$ cat src/rtl/palindrome_pkg.sv
// Shared types and helpers for the palindrome request arbiter.
//   rsp_state_e : occupancy of the single response slot.
//   rr_next     : round-robin pointer advance with wrap at num_req, so
//                 requester counts that are not a power of two wrap correctly.
package palindrome_pkg;

    typedef enum logic {
        RSP_EMPTY = 1'b0,
        RSP_FULL  = 1'b1
    } rsp_state_e;

    function automatic int unsigned rr_next(input int unsigned ptr, input int unsigned num_req);
        return (ptr + 1 >= num_req) ? 0 : ptr + 1;
    endfunction

endpackage

$ cat src/rtl/palindrome_detect.sv
// Combinational bit-palindrome detector.
//   data   : word under test (all DATA_WIDTH bits, leading zeros included).
//   is_pal : 1 when bit i equals bit DATA_WIDTH-1-i for every i < DATA_WIDTH/2.
// The middle bit of an odd-width word never takes part; a 1-bit word is
// trivially a palindrome because the loop body never runs.
module palindrome_detect #(
    parameter int unsigned DATA_WIDTH = 32
) (
    input  logic [DATA_WIDTH-1:0] data,
    output logic                  is_pal
);

    always_comb begin
        is_pal = 1'b1;
        for (int unsigned i = 0; i < DATA_WIDTH / 2; i++) begin
            if (data[i] != data[DATA_WIDTH-1-i]) begin
                is_pal = 1'b0;
            end
        end
    end

endmodule

$ cat src/rtl/palindrome_req_arbiter.sv
// Round-robin arbiter sharing one palindrome detector among NUM_REQ requesters.
//   clk       : clock, all state on the rising edge.
//   resetn    : asynchronous active-low reset.
//   req_valid : per-requester valid.
//   req_data  : packed words, requester i at [i*DATA_WIDTH +: DATA_WIDTH].
//   req_ready : one-hot grant; combinationally depends on req_valid.
//   rsp_valid : response slot holds a result.
//   rsp_id    : requester whose word produced the result.
//   rsp_pal   : palindrome result for that word.
//   rsp_ready : consumer takes the response.
//   pal_cnt   : saturating count of accepted palindromic words.
// The slot may be drained and refilled on the same edge, giving one word per cycle.
module palindrome_req_arbiter
    import palindrome_pkg::*;
#(
    parameter  int unsigned NUM_REQ    = 4,
    parameter  int unsigned DATA_WIDTH = 32,
    parameter  int unsigned CNT_WIDTH  = 16,
    localparam int unsigned ID_W       = $clog2(NUM_REQ)
) (
    input  logic                          clk,
    input  logic                          resetn,
    input  logic [NUM_REQ-1:0]            req_valid,
    input  logic [NUM_REQ*DATA_WIDTH-1:0] req_data,
    output logic [NUM_REQ-1:0]            req_ready,
    output logic                          rsp_valid,
    output logic [ID_W-1:0]               rsp_id,
    output logic                          rsp_pal,
    input  logic                          rsp_ready,
    output logic [CNT_WIDTH-1:0]          pal_cnt
);

    rsp_state_e             state_q, state_d;
    logic [ID_W-1:0]        ptr_q, ptr_d;
    logic [ID_W-1:0]        rsp_id_q, rsp_id_d;
    logic                   rsp_pal_q, rsp_pal_d;
    logic [CNT_WIDTH-1:0]   pal_cnt_q, pal_cnt_d;

    logic                   can_accept;
    logic                   grant_found;
    int unsigned            grant_sel;
    int unsigned            cand;
    logic [ID_W-1:0]        grant_idx;
    logic [DATA_WIDTH-1:0]  grant_word;
    logic                   word_pal;
    logic                   transfer;

    assign rsp_valid  = (state_q == RSP_FULL);
    assign can_accept = !rsp_valid || rsp_ready;

    // Scan ptr, ptr+1, ... with wrap; first valid requester wins.
    always_comb begin
        grant_found = 1'b0;
        grant_sel   = 0;
        cand        = 0;
        for (int unsigned k = 0; k < NUM_REQ; k++) begin
            cand = 32'(ptr_q) + k;
            if (cand >= NUM_REQ) begin
                cand = cand - NUM_REQ;
            end
            if (!grant_found && req_valid[cand]) begin
                grant_found = 1'b1;
                grant_sel   = cand;
            end
        end
    end

    assign grant_idx = grant_sel[ID_W-1:0];

    // Grant suppressed while reset is held: the empty slot would otherwise accept.
    always_comb begin
        req_ready = '0;
        if (resetn && can_accept && grant_found) begin
            req_ready[grant_idx] = 1'b1;
        end
    end

    assign transfer = |req_ready;

    always_comb begin
        grant_word = '0;
        for (int unsigned k = 0; k < NUM_REQ; k++) begin
            if (k == grant_sel) begin
                grant_word = req_data[k*DATA_WIDTH +: DATA_WIDTH];
            end
        end
    end

    palindrome_detect #(
        .DATA_WIDTH (DATA_WIDTH)
    ) u_detect (
        .data   (grant_word),
        .is_pal (word_pal)
    );

    always_comb begin
        state_d   = state_q;
        ptr_d     = ptr_q;
        rsp_id_d  = rsp_id_q;
        rsp_pal_d = rsp_pal_q;
        pal_cnt_d = pal_cnt_q;
        if (transfer) begin
            state_d   = RSP_FULL;
            rsp_id_d  = grant_idx;
            rsp_pal_d = word_pal;
            ptr_d     = ID_W'(rr_next(grant_sel, NUM_REQ));
            if (word_pal && (pal_cnt_q != '1)) begin
                pal_cnt_d = pal_cnt_q + CNT_WIDTH'(1);
            end
        end else if (rsp_valid && rsp_ready) begin
            // Drain only: id and result keep their last values.
            state_d = RSP_EMPTY;
        end
    end

    always_ff @(posedge clk or negedge resetn) begin
        if (!resetn) begin
            state_q   <= RSP_EMPTY;
            ptr_q     <= '0;
            rsp_id_q  <= '0;
            rsp_pal_q <= 1'b0;
            pal_cnt_q <= '0;
        end else begin
            state_q   <= state_d;
            ptr_q     <= ptr_d;
            rsp_id_q  <= rsp_id_d;
            rsp_pal_q <= rsp_pal_d;
            pal_cnt_q <= pal_cnt_d;
        end
    end

    assign rsp_id  = rsp_id_q;
    assign rsp_pal = rsp_pal_q;
    assign pal_cnt = pal_cnt_q;

    a_grant_onehot : assert property (@(posedge clk) disable iff (!resetn)
        $onehot0(req_ready));

    a_rsp_stable : assert property (@(posedge clk) disable iff (!resetn)
        (rsp_valid && !rsp_ready) |=> (rsp_valid && $stable(rsp_id) && $stable(rsp_pal)));

endmodule
$ cat config.mk
export PLATFORM = sky130hd
export DESIGN_NAME = palindrome_req_arbiter
export DESIGN_NICKNAME = d
export VERILOG_FILES = /design/src/rtl/palindrome_pkg.sv /design/src/rtl/palindrome_detect.sv /design/src/rtl/palindrome_req_arbiter.sv
export SDC_FILE = /design/constraint.sdc
export NUM_CORES = 1
export LEC_CHECK = 0
export BUFFER_PORTS_ARGS = -buffer_cell sky130_fd_sc_hd__buf_4
export CORE_MARGIN = 1.5
export CORE_UTILIZATION = 46
export CTS_CLUSTER_DIAMETER = 100
export DETAILED_ROUTE_END_ITERATION = 6
export HOLD_SLACK_MARGIN = 0.02
export PLACE_DENSITY = 0.87
export SYNTH_ARGS = -nofsm -noshare
export SYNTH_HDL_FRONTEND = slang
export SYNTH_SLANG_ARGS = --single-unit
$ cat constraint.sdc
create_clock -name clk -period 5.3 [get_ports clk]
set_input_delay 1.06 -clock clk [delete_from_list [all_inputs] [get_ports clk]]
set_output_delay 1.06 -clock clk [all_outputs]
set_load 0.05 [all_outputs]
### Word-level counts from Yosys, hierarchy flattened

Index checks and enable logic that the tools add are counted.

* reductions and logical operators: 17
* multiplexer cells: 46
* order comparisons: 11
* eq/ne operators: 20
* add/sub/neg operators: 9

Operators by type and width (count)
* $mux W32: 12
* $lt A32 B3 Y1 const B: 4
* $eq A2 B32 Y1 const A: 2
* $add A32 B1 Y32 const B: 1
* $eq A1 B32 Y1 const A: 1
* $ge A32 B3 Y1 const B: 1
* $logic_not A32 Y1: 1
* $mux W1: 27
* $add A16 B1 Y16 const B: 1
* $ne A1 B1 Y1: 16
* $ne A16 B16 Y1 const B: 1
* $sub A3 B3 Y4 const B: 3
* $ge A3 B3 Y1 const B: 3
* $bmux W1 S2: 4
* $logic_and A1 B1 Y1: 8
* $add A2 B2 Y3 const B: 2
* $logic_not A1 Y1: 4
* $mux W4: 1
* $reduce_or A4 Y1: 1
* $sub A2 B3 Y4 const B: 1
* $add A2 B1 Y3 const B: 1
* $ge A2 B3 Y1 const B: 1
* $lt A2 B3 Y1 const B: 1
* $demux W1 S2: 1
* 5 further kinds: 5

* bits in registers: 22
* input port bits: 135

### Longest topological paths before layout

* word-level depth: 38
* depth in mapped cells: 16

### Hierarchy

Synthesis repeated with hierarchy kept, for this count alone.

* cell total of the unflattened synthesis: 374
* area, all modules: 2885.3 µm²

By module, submodules not included
* palindrome_req_arbiter: times used 1, area an instance 2707.6 µm², sequential area each 550.5 µm², cells an instance 353
* palindrome_detect: times used 1, area an instance 177.7 µm², sequential area each 0.0 µm², cells an instance 21

### Least setup slack after synthesis

No wires, ideal clock.

* path type: input -> output
* from: in req_valid[3]
* to: out req_ready[2]
* data arrival time: 3601 ps
* setup slack: 639 ps
* cell stages on the path: 7
* buffers on the path: 0
* cell sequence: mux4_1 nor2b_1 o21ai_0 a31oi_1 ha_1 inv_1 nor3_1

* word-level cells in the longest chain between the ends: 17
* elaborated cells between the ends (all ways): 29

Ends and longest elaborated chain
* start, declared: line palindrome_req_arbiter.sv:23 `input logic [NUM_REQ-1:0] req_valid,`
* $bmux W1 S2: line palindrome_req_arbiter.sv:61 `if (!grant_found && req_valid[cand]) begin`
* $mux W1 (implied by the code): line palindrome_req_arbiter.sv:61
* $mux W1: line palindrome_req_arbiter.sv:61
* $logic_not A1 Y1: line palindrome_req_arbiter.sv:61
* $logic_and A1 B1 Y1: line palindrome_req_arbiter.sv:61
* $mux W1: line palindrome_req_arbiter.sv:61
* $logic_not A1 Y1: line palindrome_req_arbiter.sv:61
* $logic_and A1 B1 Y1: line palindrome_req_arbiter.sv:61
* [... 2 more ...]
* $logic_and A1 B1 Y1: line palindrome_req_arbiter.sv:61
* $mux W32 *: line palindrome_req_arbiter.sv:61
* net grant_sel[1]: line palindrome_req_arbiter.sv:41 `int unsigned grant_sel;`
* $lt A2 B3 Y1 (implied by the code) / $ge A2 B1 Y1 (equally long branches): line palindrome_req_arbiter.sv:74 `req_ready[grant_idx] = 1'b1;`
* $logic_and A1 B1 Y1 (implied by the code): line palindrome_req_arbiter.sv:74
* $mux W1 (implied by the code): line palindrome_req_arbiter.sv:74
* $demux W1 S2 *: line palindrome_req_arbiter.sv:74
* $mux W4 *: line palindrome_req_arbiter.sv:73 `if (resetn && can_accept && grant_found) begin`
* end, declared: line palindrome_req_arbiter.sv:25 `output logic [NUM_REQ-1:0] req_ready,`

Mark *: on every way through the listed nets, which the timed path passes. The rest lies on a longest branch. The select of a mux whose other input is x is not followed.

### Worst setup path in the final report

* from: reg ptr_q[0]
* to: out req_ready[2]

* word-level cells in the longest chain between the ends: 19
* elaborated cells between the ends (all ways): 44

Ends and longest elaborated chain
* start, declared: line palindrome_req_arbiter.sv:34 `logic [ID_W-1:0] ptr_q, ptr_d;`
* start signal, assigned: line palindrome_req_arbiter.sv:125 `ptr_q <= ptr_d;`
* branches (longest 13 deep; another with $sub A3 B3 Y4)
* $mux W32 *: line palindrome_req_arbiter.sv:61
* net grant_sel[0]: line palindrome_req_arbiter.sv:41
* $lt A2 B3 Y1 (implied by the code) / $ge A2 B1 Y1 (equally long branches): line palindrome_req_arbiter.sv:74
* $logic_and A1 B1 Y1 (implied by the code): line palindrome_req_arbiter.sv:74
* $mux W1 (implied by the code): line palindrome_req_arbiter.sv:74
* $demux W1 S2 *: line palindrome_req_arbiter.sv:74
* $mux W4 *: line palindrome_req_arbiter.sv:73

Mark *: on every way through the listed nets, which the timed path passes. The select of a mux whose other input is x is not followed.

==> impl_metrics.env <==
export IMPL_run_status="completed"
export IMPL_synthMuxAreaShare_pct=5.87
export IMPL_cts_made_buffers=3
export IMPL_cts_root_buf="clkbuf_8"
export IMPL_gp_congestion=0.835
export IMPL_clk_pin_slew_ns=0.07
export IMPL_setup_viol=0
export IMPL_synth_simple_area_share_pct=21.4
export IMPL_clock_fmax_mhz=221
export IMPL_synth_fp_nets=395
export IMPL_final_common_cell="buf_4"
export IMPL_firstDrtPassIters=4
export IMPL_synth_distinct_cells=42
export IMPL_worstHoldPathType="reg -> reg"
export IMPL_cp_data_required_time_ns=4.24
export IMPL_synthXorXnorAreaFrac_pct=29.9
export IMPL_synth_seq_cells=22
export IMPL_critPathMaxStageDelay_ns=0.69
export IMPL_die_h_um=74.4
export IMPL_crit_top_cell="inv_1"
export IMPL_overflow=0
export IMPL_finalCritPeriodShare_pct=85.4
export IMPL_ioPinCount=159
export IMPL_fin_nets=552
export IMPL_synthToLayoutAreaGrowth_pct=54.3
export IMPL_cp_num_buf_inv=4
export IMPL_min_period_ns=4.52
export IMPL_rows=25
export IMPL_antenna_left=0
export IMPL_die_area_um2=5530
export IMPL_post_place_ws_ns=0.637
export IMPL_use_met1_pct=29.5
export IMPL_start_kind="flip-flop"
export IMPL_synthAdderAreaFrac_pct=9.08
export IMPL_drtIter0Drc=155
export IMPL_drv_slew=0
export IMPL_powerDensity_nw_per_um2=361
export IMPL_syn_avg_cell_area_um2=9.64
export IMPL_wl_um=6890
export IMPL_htree_levels=1
export IMPL_antenna_found_initial=0
export IMPL_synth_warnings=0
export IMPL_drive_above_1_share_pct=43.4
export IMPL_leakagePower_nw=1.75
export IMPL_worst_slack_ns=0.776
export IMPL_gr_usage_met2_pct=44.6
export IMPL_dp_hpwl_um=5790
export IMPL_cp_end_kind="output pin"
export IMPL_portBuffers=158
export IMPL_grt_max_degree=24
export IMPL_synth_seq_area_share_pct=23.5
export IMPL_clock_skew_ns=0.00227
export IMPL_clkLatencyLatePin_ns=0.26
export IMPL_core_um2=4820
export IMPL_crit_family="flip-flops"
export IMPL_tightest_slew_ns=0.701
export IMPL_cts_num_sinks=22
export IMPL_grt_pass1_wl_um=10600
export IMPL_start_util_pct=48.6
export IMPL_hold_viol_final=0
export IMPL_cts_setup_buffers=0
export IMPL_ir_drop_uv=403
export IMPL_cts_resized=0
export IMPL_rsz0062_at_grt="no"
export IMPL_cts_root_to_sink_buffers=2
export IMPL_fin_setup_tns_ns=0
export IMPL_syn_inst=243
export IMPL_track_usage_pct=24.8
export IMPL_hold_buffers=0
export IMPL_die_w_um=74.4
export IMPL_top_usage_layer="met2"
export IMPL_cts_tree="done"
export IMPL_detail_route_wl_per_cell_um=14.8
export IMPL_arrival_ns=3.46
export IMPL_worstSetupPathType="reg -> out"
export IMPL_crit_slowest_cell="dfrtp_1"
export IMPL_path_max_fanout=15
export IMPL_routed_via_density=5.25
export IMPL_synthesis_area_um2=2340
export IMPL_vias=2448
export IMPL_maxCapViolations=0
export IMPL_num_antenna_cells=0
export IMPL_layout_common_cells="158 x buf_4, 44 x xnor2_1, 36 x xor2_1"
export IMPL_grt_pass1_vias=2345
export IMPL_synth_compound_area_share_pct=7.05
export IMPL_maxSlewHeadroom_pct=52.9
export IMPL_globalRouteMet3Util_pct=5.42
export IMPL_synth_top_family_by_area="XOR/XNOR gates"
export IMPL_drc=0
export IMPL_crit_chain="inv_1 -> ha_1 -> mux4_2 -> nor2b_1 -> nor2_1 -> o31ai_1 -> inv_1 -> ha_1 -> inv_1 -> nor3_1 -> buf_4"
[routing by layer]
metal | share of wire [%] | vias up
met1 | 37 | 1126
met5 | 0 | -
met4 | 2.4 | 0
met3 | 9.1 | 19
li1 | - | 1183
met2 | 52 | 120
[metrics by stage]
stage	hold WS [ns]	power [mW]	instances	util (%)	cell area, um^2
floorplan	0.691	0.959	243	-	2340
global placement	0.479	1.16	462	73.9	3560
detailed placement	0.489	1.18	462	73.9	3560
CTS	0.500	1.31	466	75.1	3620
global route	0.529	1.40	466	75.1	3620
finish	0.495	1.30	466	75.1	3620
[worst reg2reg max path, delay by kind of cell (launching register included)]
kind | cells | cell delay, ns
adders and majority gates | 2 | 0.83
AOI/OAI and AO/OA | 2 | 1.07
and+or+nand+nor | 5 | 0.94
buffers and inverters | 1 | 0.16
DFF | 1 | 0.69
muxes | 2 | 0.64
[registers in the layout, indices dropped and copies added (netlist names)]
register   count
pal_cnt       16
rsp_pal        1
ptr_q          2
rsp_id         2
rsp_valid      1
[synthesized netlist by cell type]
| master | instances | area [um^2] |
|---|---|---|
| nor4_1 | 9 | 56.3 |
| a41oi_4 | 1 | 27.5 |
| buf_6 | 3 | 33.8 |
| xnor2_1 | 44 | 385 |
| o41a_1 | 1 | 11.3 |
| xor2_1 | 36 | 315 |
| or3_1 | 1 | 6.26 |
| o31ai_1 | 1 | 7.51 |
| buf_4 | 2 | 15.0 |
| a21oi_1 | 1 | 5.00 |
| nor4bb_1 | 1 | 10.0 |
| nor3_1 | 5 | 25.0 |
| dfrtp_1 | 22 | 551 |
| nand2_1 | 12 | 45.0 |
| inv_1 | 6 | 22.5 |
| ha_1 | 17 | 213 |
| o21ai_0 | 6 | 30.0 |
| mux2_1 | 1 | 11.3 |
| mux2i_1 | 1 | 10.0 |
| a31oi_1 | 2 | 12.5 |
| nand4_1 | 15 | 93.8 |
| o221ai_1 | 1 | 8.76 |
| o21ai_2 | 1 | 8.76 |
| nand3_1 | 10 | 50.1 |
| a22o_1 | 2 | 17.5 |
| and2_1 | 4 | 25.0 |
| nand2_2 | 1 | 6.26 |
| a221o_4 | 1 | 21.3 |
| mux2_2 | 2 | 22.5 |
| nor4b_2 | 1 | 15.0 |
| nor2b_1 | 2 | 12.5 |
| nand4b_1 | 2 | 17.5 |
| nor2_1 | 4 | 15.0 |
| nor4b_1 | 1 | 8.76 |
| o211ai_1 | 2 | 15.0 |
| mux4_2 | 3 | 67.6 |
| mux4_1 | 1 | 26.3 |
| nor4_2 | 1 | 12.5 |
| and4_1 | 1 | 8.76 |
| clkbuf_1 | 1 | 3.75 |
| nand2b_1 | 1 | 6.26 |
| and3_1 | 14 | 87.6 |
[kinds of logic (layout without fill, tap and decap cells)]
logic type | after synthesis | in the layout
AOI/OAI and AO/OA | 19 | 19
xor gates and xnor gates | 80 | 80
adders and majority gates | 17 | 17
buffers and inverters | 12 | 168
DFF | 22 | 22
muxes | 8 | 8
and+or+nand+nor | 85 | 85
[final cells by class]
class | instances | area (um^2)
repair buffers | 158 | 1190
multi-input cells | 209 | 1720
clock buffers | 4 | 55.1
inverters | 6 | 22.5
fillers | 363 | 1200
flip-flops and latches | 22 | 551
well taps | 67 | 83.8
[path summary, 6_finish.rpt]
path                              from            to  slack [ns]  cells after the start
setup reg to reg              ptr_q[0]    pal_cnt[1]        0.85                     12
setup / recovery              ptr_q[0]  req_ready[2]        0.78                     11
min in group asynchronous       resetn    pal_cnt[5]        0.67                      1
hold reg to reg            pal_cnt[11]   pal_cnt[11]        0.50                      1
max in group asynchronous       resetn     rsp_id[1]        4.41                      1
hold / removal             pal_cnt[11]   pal_cnt[11]        0.50                      1
[where the power goes]
group	leakage (nW)	internal, mW	total, mW	switching [mW]
combinational	1.43	0.369	0.913	0.543
sequential	0.292	0.209	0.272	0.0631
clock	0.0288	0.0663	0.119	0.0530
total	1.75	0.645	1.30	0.660
Power figures use the tool's default switching activity.
